`config.mk`:
```
export PLATFORM = sky130hd
export DESIGN_NAME = calc_sequencer
export DESIGN_NICKNAME = d
export VERILOG_FILES = /design/src/rtl/calc_sequencer.sv
export SDC_FILE = /design/constraint.sdc
export NUM_CORES = 1
export LEC_CHECK = 0
export ABC_AREA = 1
export BUFFER_PORTS_ARGS = -buffer_cell sky130_fd_sc_hd__buf_2
export CAP_MARGIN = 5
export CORE_AREA = 8 8 45 47
export DETAILED_ROUTE_END_ITERATION = 8
export DIE_AREA = 0 0 53 55
export GPL_ROUTABILITY_DRIVEN = 1
export PLACE_DENSITY = 0.69
export SETUP_SLACK_MARGIN = 0.2
export SYNTH_ARGS = -nofsm -noshare
export SYNTH_HDL_FRONTEND = slang
export SYNTH_SLANG_ARGS = --single-unit
export TNS_END_PERCENT = 20
```
`constraint.sdc`:
```
create_clock -name clk -period 3.5 [get_ports clk]
set_input_delay 0.35 -clock clk [delete_from_list [all_inputs] [get_ports clk]]
set_output_delay 0.35 -clock clk [all_outputs]
set_load 0.05 [all_outputs]
```
`src/rtl/calc_sequencer.sv`:
```
// calc_sequencer: Moore sequencer for a calculator front end.
// Steps through operand digit entry, operation entry, result display and a
// one-cycle register clear, emitting load strobes for the external banks.
module calc_sequencer #(
  parameter int N_OPS  = 2,
  parameter int DIGITS = 4,
  parameter int EW     = $clog2(N_OPS + 3)
) (
  input  logic                         clk,
  input  logic                         rst,
  input  logic                         exe,
  input  logic                         button,
  input  logic                         clear,
  output logic [N_OPS-1:0]             load,
  output logic                         op_load,
  output logic                         reg_clear,
  output logic [EW-1:0]                estado,
  output logic [$clog2(DIGITS+1)-1:0]  digit_cnt
);

  localparam int IW = (N_OPS > 1) ? $clog2(N_OPS) : 1;
  localparam int CW = $clog2(DIGITS + 1);

  localparam logic [2:0] S_ENTRY   = 3'd0;
  localparam logic [2:0] S_LOAD    = 3'd1;
  localparam logic [2:0] S_OP_WAIT = 3'd2;
  localparam logic [2:0] S_OP_LOAD = 3'd3;
  localparam logic [2:0] S_OP_HOLD = 3'd4;
  localparam logic [2:0] S_RESULT  = 3'd5;
  localparam logic [2:0] S_CLEAR   = 3'd6;

  logic [2:0]    state;
  logic [IW-1:0] idx;

  // State, operand index and digit counter; clear overrides everything except an ongoing CLEAR
  always_ff @(posedge clk or negedge rst) begin
    if (!rst) begin
      state     <= S_ENTRY;
      idx       <= '0;
      digit_cnt <= '0;
    end else if (clear && (state != S_CLEAR)) begin
      state <= S_CLEAR;
    end else begin
      case (state)
        S_ENTRY: begin
          if (exe) begin
            if (idx == IW'(N_OPS - 1)) begin
              state <= S_OP_WAIT;
            end else begin
              idx       <= idx + IW'(1);
              digit_cnt <= '0;
            end
          end else if (button && (digit_cnt < CW'(DIGITS))) begin
            state <= S_LOAD;
          end
        end
        S_LOAD: begin
          digit_cnt <= digit_cnt + CW'(1);
          state     <= S_ENTRY;
        end
        S_OP_WAIT: begin
          if (button) state <= S_OP_LOAD;
        end
        S_OP_LOAD: begin
          state <= S_OP_HOLD;
        end
        S_OP_HOLD: begin
          if (exe) state <= S_RESULT;
        end
        S_RESULT: begin
          if (exe) state <= S_CLEAR;
        end
        S_CLEAR: begin
          state     <= S_ENTRY;
          idx       <= '0;
          digit_cnt <= '0;
        end
        default: begin
          state     <= S_ENTRY;
          idx       <= '0;
          digit_cnt <= '0;
        end
      endcase
    end
  end

  // Moore output decode from the registered state and operand index only
  always_comb begin
    load      = '0;
    op_load   = 1'b0;
    reg_clear = 1'b0;
    estado    = '0;
    for (int k = 0; k < N_OPS; k++) begin
      load[k] = (state == S_LOAD) && (idx == IW'(k));
    end
    case (state)
      S_ENTRY, S_LOAD: begin
        estado = EW'(idx);
      end
      S_OP_WAIT, S_OP_HOLD: begin
        estado = EW'(N_OPS);
      end
      S_OP_LOAD: begin
        estado  = EW'(N_OPS);
        op_load = 1'b1;
      end
      S_RESULT: begin
        estado = EW'(N_OPS + 1);
      end
      S_CLEAR: begin
        estado    = EW'(N_OPS + 2);
        reg_clear = 1'b1;
      end
      default: begin
        estado = '0;
      end
    endcase
  end

endmodule

```
==> results of run 1 <==
==> layout make-up <==
type / count / area share, %
multi-input combinational: 55 / 46.4
sequential: 7 / 27.4
timing repair buffer: 15 / 12.5
inverter: 11 / 6.46
clock buffer: 4 / 4.11
tap: 16 / 3.13
==> registers in the layout (all words and copies together), names as in the netlist <==
register and cells:
state 3, idx 1, digit_cnt 3
==> where the power goes <==
| part | total (mW) | internal, mW | switching [mW] |
|---|---|---|---|
| Sequential | 0.152 | 0.104 | 0.0479 |
| Combinational | 0.386 | 0.104 | 0.282 |
| Clock | 0.0743 | 0.0436 | 0.0307 |
| Total | 0.613 | 0.252 | 0.361 |
==> worst max-delay path: stages (launching register included) <==
cell and delay (ns):
dfrtp_1 0.47, inv_1 0.14, nor3_2 0.18, inv_1 0.10, nor2_1 0.10, buf_2 0.27
==> worst max-delay path by stage <==
stage                        start         to  slack (ns)
after global placement    state[0]    load[0]        1.94
after floorplan           state[2]  estado[0]        1.38
after CTS                 state[0]    load[0]        1.62
after detailed placement  state[0]    load[0]        1.89
final                     state[0]    load[1]        1.64
after global routing      state[0]    load[1]        1.46
==> logic make-up (layout without fill, tap and decap cells) <==
family                   after synthesis  after routing
buffers and inverters                 12             30
flip-flops                             7              7
AO/OA/AOI/OAI                          4              4
adder cells (fa/ha/maj)                1              1
XOR/XNOR                               1              1
AND/OR/NAND/NOR                       49             49
==> metrics by stage <==
| step | std cells | instance area (um2) | hold WS [ns] |
|---|---|---|---|
| floorplan | 74 | 518 | 0.0544 |
| detailed placement | 103 | 603 | 0.197 |
| global route | 108 | 639 | 0.385 |
| CTS | 108 | 639 | 0.375 |
| finish | 108 | 639 | 0.379 |
| global placement | 103 | 603 | 0.196 |
==> placed cells by master (no fill, tap or decap), types with 2 or more instances in the layout <==
cell type / count
nand2_1: 17
buf_2: 14
nand3_1: 11
nor2_1: 9
inv_1: 8
dfrtp_1: 7
nand2_2: 3
inv_2: 3
clkbuf_4: 3
nor3_1: 2
nand4_1: 2
nand3b_1: 2
==> timing repair <==
item,in CTS,in global routing
resized for setup,0,0
hold buffers,1,0
endpoints found under the setup margin,0,0
endpoints found under the hold margin,7,0
buffers inserted,0,0
==> metal layers <==
| layer | track usage, % | share of wire [%] | routed length (um) | vias up |
|---|---|---|---|---|
| met5 | 0 | 0 | 0 | - |
| met4 | 7.76 | 2.7 | 32 | 0 |
| met3 | 2.14 | 6.2 | 74 | 5 |
| met2 | 13.5 | 42 | 504 | 17 |
| met1 | 12.0 | 49 | 578 | 230 |
| li1 | - | - | - | 272 |
==> impl_metrics.tcl, run 1 <==
set metrics [dict create \
    wirelength_um 1190 \
    antenna_cells 0 \
    fp-row-count 14 \
    pin_count 15 \
    r2r-end "digit_cnt[1]" \
    hpwl_um 957 \
    die_w_um 53 \
    period_share_pct 53.2 \
    die_area_um2 2920 \
    design.core.area_um2 1380 \
    min_period_ns 1.86 \
    yosys.area.top_type "dfrtp_1" \
    hold_end "idx" \
    layout.nets 99 \
    grt_usage_pct 9.50 \
    synth_async_sr_flop_share_pct 100 \
    synth_compound_area_share_pct 6.52 \
    multiInputGateArea_um2 297 \
    drt-wirelength-per-cell_um 11.0 \
    cts-root-buf "clkbuf_4" \
    synthAdderAreaFrac_pct 2.42 \
    synth_top_area_share_pct 33.8 \
    ir_drop_v 0.000571 \
    hold_class "primary input to register" \
    syn_to_final_growth_pct 23.4 \
    start_util_pct 37.4 \
    cp_data_arrival_time_ns 1.51 \
    synth_commonest_cells "17 x nand2_1, 11 x nand3_1, 9 x nor2_1" \
    drt-pass1-iter-count 4 \
    nFillCells 147 \
    ys_seq_area_share_pct 33.8 \
    regArea_um2 175 \
    antenna_found_initial 0 \
    synth_xor_area_share_pct 1.69 \
    grt_pass1_wl_um 2040 \
    maxSlewViolCount 0 \
    clk_path_buf_depth 2 \
    globalplace.congestion 0.963 \
    max_cap_viol_count 0 \
    synth.distinct_cells 20 \
    synth_nets 80 \
    power_mw 0.613 \
    synthFlopType "dfrtp_1" \
    finalHoldViolCount 0 \
    viasPerCell 4.85 \
    port_buffers 14 \
    synthSimpleGateAreaFrac_pct 46.6 \
    critPathCaptureType "output port" \
    status "finished clean" \
    htree_levels 1 \
    syn_area_um2 518 \
    dp_slack_ns 1.89 \
    holdPathStages 3 \
    ys_seq_elements 7 \
    yosysMostFrequentCell "nand2_1" \
    worstPathMaxFanout 7 \
    final_util_pct 46.2 \
    slew_headroom_pct 75.6 \
    synth-edff-count 0 \
    setup_violations 0 \
    ys_warn_count 0 \
    grt_overflow 0 \
    reg2reg_from "state[2]" \
    drtAntennaViolNets 0 \
    vias 524 \
    cellPowerDensity_nw_per_um2 958 \
    rrSetupSlack_ns 2.06 \
    drive_gt1_share_pct 29.3 \
    tightest_slew_ns 0.367 \
    drc_errors 0 \
    cts_tree "done" \
    p_leak_nw 0.371 \
    start_kind "register" \
    timing.final.ws_setup_ns 1.64 \
    synthMuxAreaShare_pct 0 \
    grt_pass1_vias 507 \
    numCtsBuffers 3 \
    clock_latency_ns 0.25 \
    path_clk_slew_ns 0.06 \
    holdCritStartpoint "exe" \
    timing.fmax_ghz 0.537 \
    numClockSinks 7 \
    synth_cells 74 \
    avgSynthCellArea_um2 7.00 \
    path_class "register to output port" \
    synth_top_family_by_area "simple AND/OR/NAND/NOR gates" \
    worstPathRequired_ns 3.15 \
    grt_start_max_net_pins 12 \
    drt_iter0_markers 9 \
    skew_ns 0.00591 \
    synthTopCellsByArea "dfrtp_1 34%, nand2_1 12%, nand3_1 11%, nor2_1 6.5%, inv_1 5.8%" \
    setup_tns_ns 0 \
    ff2ff_path_depth 7 \
    rsz0062_at_grt "false" \
    die_y_um 55 \
]
Note: power is estimated with default switching activity, not from simulation.
==> run 2: changes to the inputs <==
--- a/config.mk
+++ b/config.mk
@@ -12,7 +12,7 @@
 export DETAILED_ROUTE_END_ITERATION = 8
 export DIE_AREA = 0 0 53 55
 export GPL_ROUTABILITY_DRIVEN = 1
-export PLACE_DENSITY = 0.69
+export PLACE_DENSITY = 0.71
 export SETUP_SLACK_MARGIN = 0.2
 export SYNTH_ARGS = -nofsm -noshare
 export SYNTH_HDL_FRONTEND = slang
==> constraint.sdc (replaced) <==
create_clock -name clk -period 1.7 [get_ports clk]
set_input_delay 0.17 -clock clk [delete_from_list [all_inputs] [get_ports clk]]
set_output_delay 0.17 -clock clk [all_outputs]
set_load 0.05 [all_outputs]
==> impl_metrics.tcl, run 2 (synthesized netlist as in run 1, its figures left out) <==
set metrics [dict create \
    status "finished clean" \
    clock_latency_ns 0.26 \
    cellPowerDensity_nw_per_um2 2010 \
    syn_to_final_growth_pct 50.0 \
    design.core.area_um2 1380 \
    slew_headroom_pct 79.8 \
    die_area_um2 2920 \
    drc_errors 0 \
    start_kind "register" \
    nFillCells 126 \
    skew_ns 0.000471 \
    period_share_pct 87.9 \
    hold_class "primary input to register" \
    fp-row-count 14 \
    drt-pass1-iter-count 5 \
    tightest_slew_ns 0.300 \
    grt_start_max_net_pins 8 \
    clk_path_buf_depth 2 \
    worstPathRequired_ns 1.53 \
    viasPerCell 5.08 \
    die_w_um 53 \
    p_leak_nw 0.416 \
    min_period_ns 1.49 \
    globalplace.congestion 0.944 \
    setup_violations 0 \
    route.layer.met1.wl_um 610 \
    rrSetupSlack_ns 0.29 \
    worstPathMaxFanout 5 \
    numCtsBuffers 3 \
    drt-wirelength-per-cell_um 13.0 \
    cts-root-buf "clkbuf_4" \
    drive_gt1_share_pct 46.5 \
    max_cap_viol_count 0 \
    ir_drop_v 0.000958 \
    top_regs "digit_cnt: 3 flops, state: 3 flops, idx: 1 flops" \
    final_common_cell "nand2_1" \
    setup_tns_ns 0 \
    antenna_cells 0 \
    antenna_found_initial 0 \
    cp_data_arrival_time_ns 1.32 \
    critPathCaptureType "output port" \
    vias 584 \
    grt_pass1_wl_um 2420 \
    grt_pass1_vias 574 \
    hpwl_um 1040 \
    start_util_pct 37.4 \
    cts_tree "done" \
    path_class "register to output port" \
    grt_usage_pct 11.1 \
    grt_overflow 0 \
    finalHoldViolCount 0 \
    drt_iter0_markers 23 \
    path_clk_slew_ns 0.05 \
    die_y_um 55 \
    route.met2.wl_um 741 \
    top_layer "met4" \
    final_util_pct 56.1 \
    layout.nets 106 \
    wirelength_um 1500 \
    rsz0062_at_grt "true" \
    pin_count 15 \
    port_buffers 14 \
    layout_common_cells "17 x nand2_1, 10 x nand3_1, 8 x buf_2" \
    dr_wl_met3_um 118 \
    timing.fmax_ghz 0.670 \
    maxSlewViolCount 0 \
    power_mw 1.56 \
    numClockSinks 7 \
    htree_levels 1 \
    hold-worst-slack_ns 0.197 \
    drtAntennaViolNets 0 \
]
## run 2: changes by cell type in the layout (fill, tap and decap cells not counted), sizes merged
cell,change
clkbuf,+2
buf,+5
## run 2: final timing paths
check / start / end / depth (start not counted)
setup reg to reg: state[2] / digit_cnt[2] / 8
max in group asynchronous: rst / state[1] / 2
min in group asynchronous: rst / digit_cnt[1] / 2
hold / removal: exe / idx / 3
hold reg to reg: digit_cnt[1] / digit_cnt[1] / 2
setup / recovery: state[1] / load[0] / 4
## run 2: timing repair
item / in CTS / in global routing
setup buffers: 5 / 1
pin swaps: 0 / 4
endpoints found under the hold margin: 7 / 0
setup endpoints to repair: 7 / 10
hold buffers: 1 / 0
resized for setup: 14 / 13
## run 2: power breakdown
group | internal, mW | switching [mW]
combinational | 0.374 | 0.714
clock | 0.0900 | 0.0687
sequential | 0.222 | 0.0941
total | 0.686 | 0.877
## run 2: per-stage QoR
| step | std cells | instance area, um2 | setup slack, ns |
|---|---|---|---|
| after global placement | 104 | 621 | 0.317 |
| after detailed placement | 104 | 621 | 0.273 |
| after floorplan | 74 | 528 | 0.0260 |
| after CTS | 114 | 736 | 0.190 |
| after global routing | 115 | 777 | 0.146 |
| final | 115 | 777 | 0.206 |
## run 2: layer usage
layer | vias to the layer above | GRT usage [%]
met5 | - | 0
met4 | 0 | 9.05
met3 | 3 | 2.94
met2 | 23 | 17.8
met1 | 272 | 12.3
li1 | 286 | -
## run 2: layout make-up
| class | instances | area [um2] | area share (%) |
|---|---|---|---|
| multi-input combinational | 55 | 342 | 44.0 |
| sequential | 7 | 179 | 23.0 |
| timing repair buffer | 22 | 166 | 21.4 |
| inverter | 11 | 43.8 | 5.64 |
| clock buffer | 4 | 26.3 | 3.38 |
| tap | 16 | 20.0 | 2.58 |
## run 2: critical path: stages, from the launching register on
cell and delay (ns):
dfrtp_2 0.47, nor3_4 0.22, inv_2 0.07, nor2_1 0.13, buf_6 0.17
==> run 3: changes to the inputs <==
--- a/config.mk
+++ b/config.mk
@@ -12,7 +12,7 @@
 export DETAILED_ROUTE_END_ITERATION = 8
 export DIE_AREA = 0 0 53 55
 export GPL_ROUTABILITY_DRIVEN = 1
-export PLACE_DENSITY = 0.71
+export PLACE_DENSITY = 0.69
 export SETUP_SLACK_MARGIN = 0.2
 export SYNTH_ARGS = -nofsm -noshare
 export SYNTH_HDL_FRONTEND = slang
==> constraint.sdc (replaced) <==
create_clock -name clk -period 1.6 [get_ports clk]
set_input_delay 0.16 -clock clk [delete_from_list [all_inputs] [get_ports clk]]
set_output_delay 0.16 -clock clk [all_outputs]
set_load 0.05 [all_outputs]
==> impl_metrics.tcl, run 3 (synthesized netlist as in run 1, its figures left out) <==
set metrics [dict create \
    status "finished clean" \
    max_cap_viol_count 0 \
    slew_headroom_pct 82.9 \
    r2r-end "state[1]" \
    tightest_slew_ns 0.256 \
    grt_usage_pct 10.6 \
    grt_overflow 0 \
    ff2ff_path_depth 8 \
    p_leak_nw 0.453 \
    hold_class "primary input to register" \
    path_clk_slew_ns 0.05 \
    worstSetupEndpoint "estado[0]" \
    drt-pass1-iter-count 4 \
    cts-root-buf "clkbuf_4" \
    drt-wirelength-per-cell_um 12.5 \
    worstSetupStartpoint "state[2]" \
    numClockSinks 7 \
    design.core.area_um2 1380 \
    top_regs "digit_cnt: 3 flops, state: 3 flops, idx: 1 flops" \
    antenna_cells 0 \
    rsz0062_at_grt "true" \
    grt_pass1_vias 566 \
    rrSetupSlack_ns 0.17 \
    layout.nets 111 \
    maxSlewViolCount 0 \
    dp_slack_ns 0.107 \
    layout_common_cells "17 x nand2_1, 10 x buf_4, 9 x nand3_1" \
    power_mw 1.84 \
    drc_errors 0 \
    globalplace.congestion 0.858 \
    grt_start_max_net_pins 9 \
    hpwl_um 1010 \
    timing.fmax_ghz 0.688 \
    clock_latency_ns 0.25 \
    final_common_cell "nand2_1" \
    path_class "register to output port" \
    placed_cell_area_um2 627 \
    die_y_um 55 \
    min_period_ns 1.45 \
    antenna_found_initial 0 \
    hold-worst-slack_ns 0.187 \
    finalHoldViolCount 0 \
    reg2reg_from "state[2]" \
    htree_levels 1 \
    ir_drop_v 0.00124 \
    setup_tns_ns 0 \
    period_share_pct 90.8 \
    fp-row-count 14 \
    vias 600 \
    cp_data_arrival_time_ns 1.29 \
    cellPowerDensity_nw_per_um2 2140 \
    numCtsBuffers 3 \
    grt_pass1_wl_um 2280 \
    drtAntennaViolNets 0 \
    die_w_um 53 \
    wirelength_um 1500 \
    port_buffers 14 \
    pin_count 15 \
    start_kind "register" \
    stdcell_area_um2 860 \
    clk_path_buf_depth 2 \
    drive_gt1_share_pct 53.8 \
    start_util_pct 37.4 \
    skew_ns 0.000211 \
    setup_violations 0 \
    critPathCaptureType "output port" \
    drt_iter0_markers 26 \
    worstPathRequired_ns 1.44 \
    die_area_um2 2920 \
    viasPerCell 5.00 \
    cts_tree "done" \
    timing.final.ws_setup_ns 0.147 \
    worstPathMaxFanout 8 \
    syn_to_final_growth_pct 65.9 \
]
[run 3: worst max-delay path, cell delays in order, from the launching register on]
cell and delay, ns:
dfrtp_2 0.50, buf_12 0.16, o31ai_4 0.19, buf_6 0.19
[run 3: worst min path at each step]
stage,endpoint,slack [ns],start,cells after the start
after floorplan,digit_cnt[0],-0.14,rst,0
after global placement,digit_cnt[1],0.006,rst,1
after detailed placement,digit_cnt[2],0.008,rst,1
after CTS,idx,0.18,exe,3
after global routing,state[2],0.20,clear,3
final,state[2],0.19,clear,3
[run 3: final cells by class]
type | instances | area, um2
clock buffer | 4 | 26.3
fill | 119 | 524
inverter | 11 | 43.8
multi-input combinational | 55 | 364
sequential | 7 | 179
tap | 16 | 20.0
timing repair buffer | 27 | 226
[run 3: metal layers]
metal | global-route usage (%) | wire length [um] | vias to the layer above
li1 | - | - | 297
met1 | 12.4 | 628 | 272
met2 | 16.8 | 750 | 27
met3 | 2.14 | 94 | 4
met4 | 8.19 | 23 | 0
met5 | 0 | 0 | -
[run 3: timing repair]
item / 4_1_cts / 5_1_grt
buffers inserted: 8 / 4
endpoints found under the hold margin: 7 / 0
gates resized for setup: 22 / 9
pin swaps: 3 / 3
endpoints found under the setup margin: 11 / 13
hold buffers: 1 / 0
[run 3: metrics by stage]
stage	std cells	utilization, %
after global placement	103	45.3
after global routing	120	62.1
final	120	62.1
after floorplan	74	-
after detailed placement	103	45.3
after CTS	116	57.6
[run 3: power breakdown]
part / switching (mW) / leakage (nW) / internal, mW
clock network: 0.0662 / 0.0150 / 0.0952
registers: 0.125 / 0.0876 / 0.236
logic: 0.786 / 0.350 / 0.532
total: 0.977 / 0.453 / 0.863
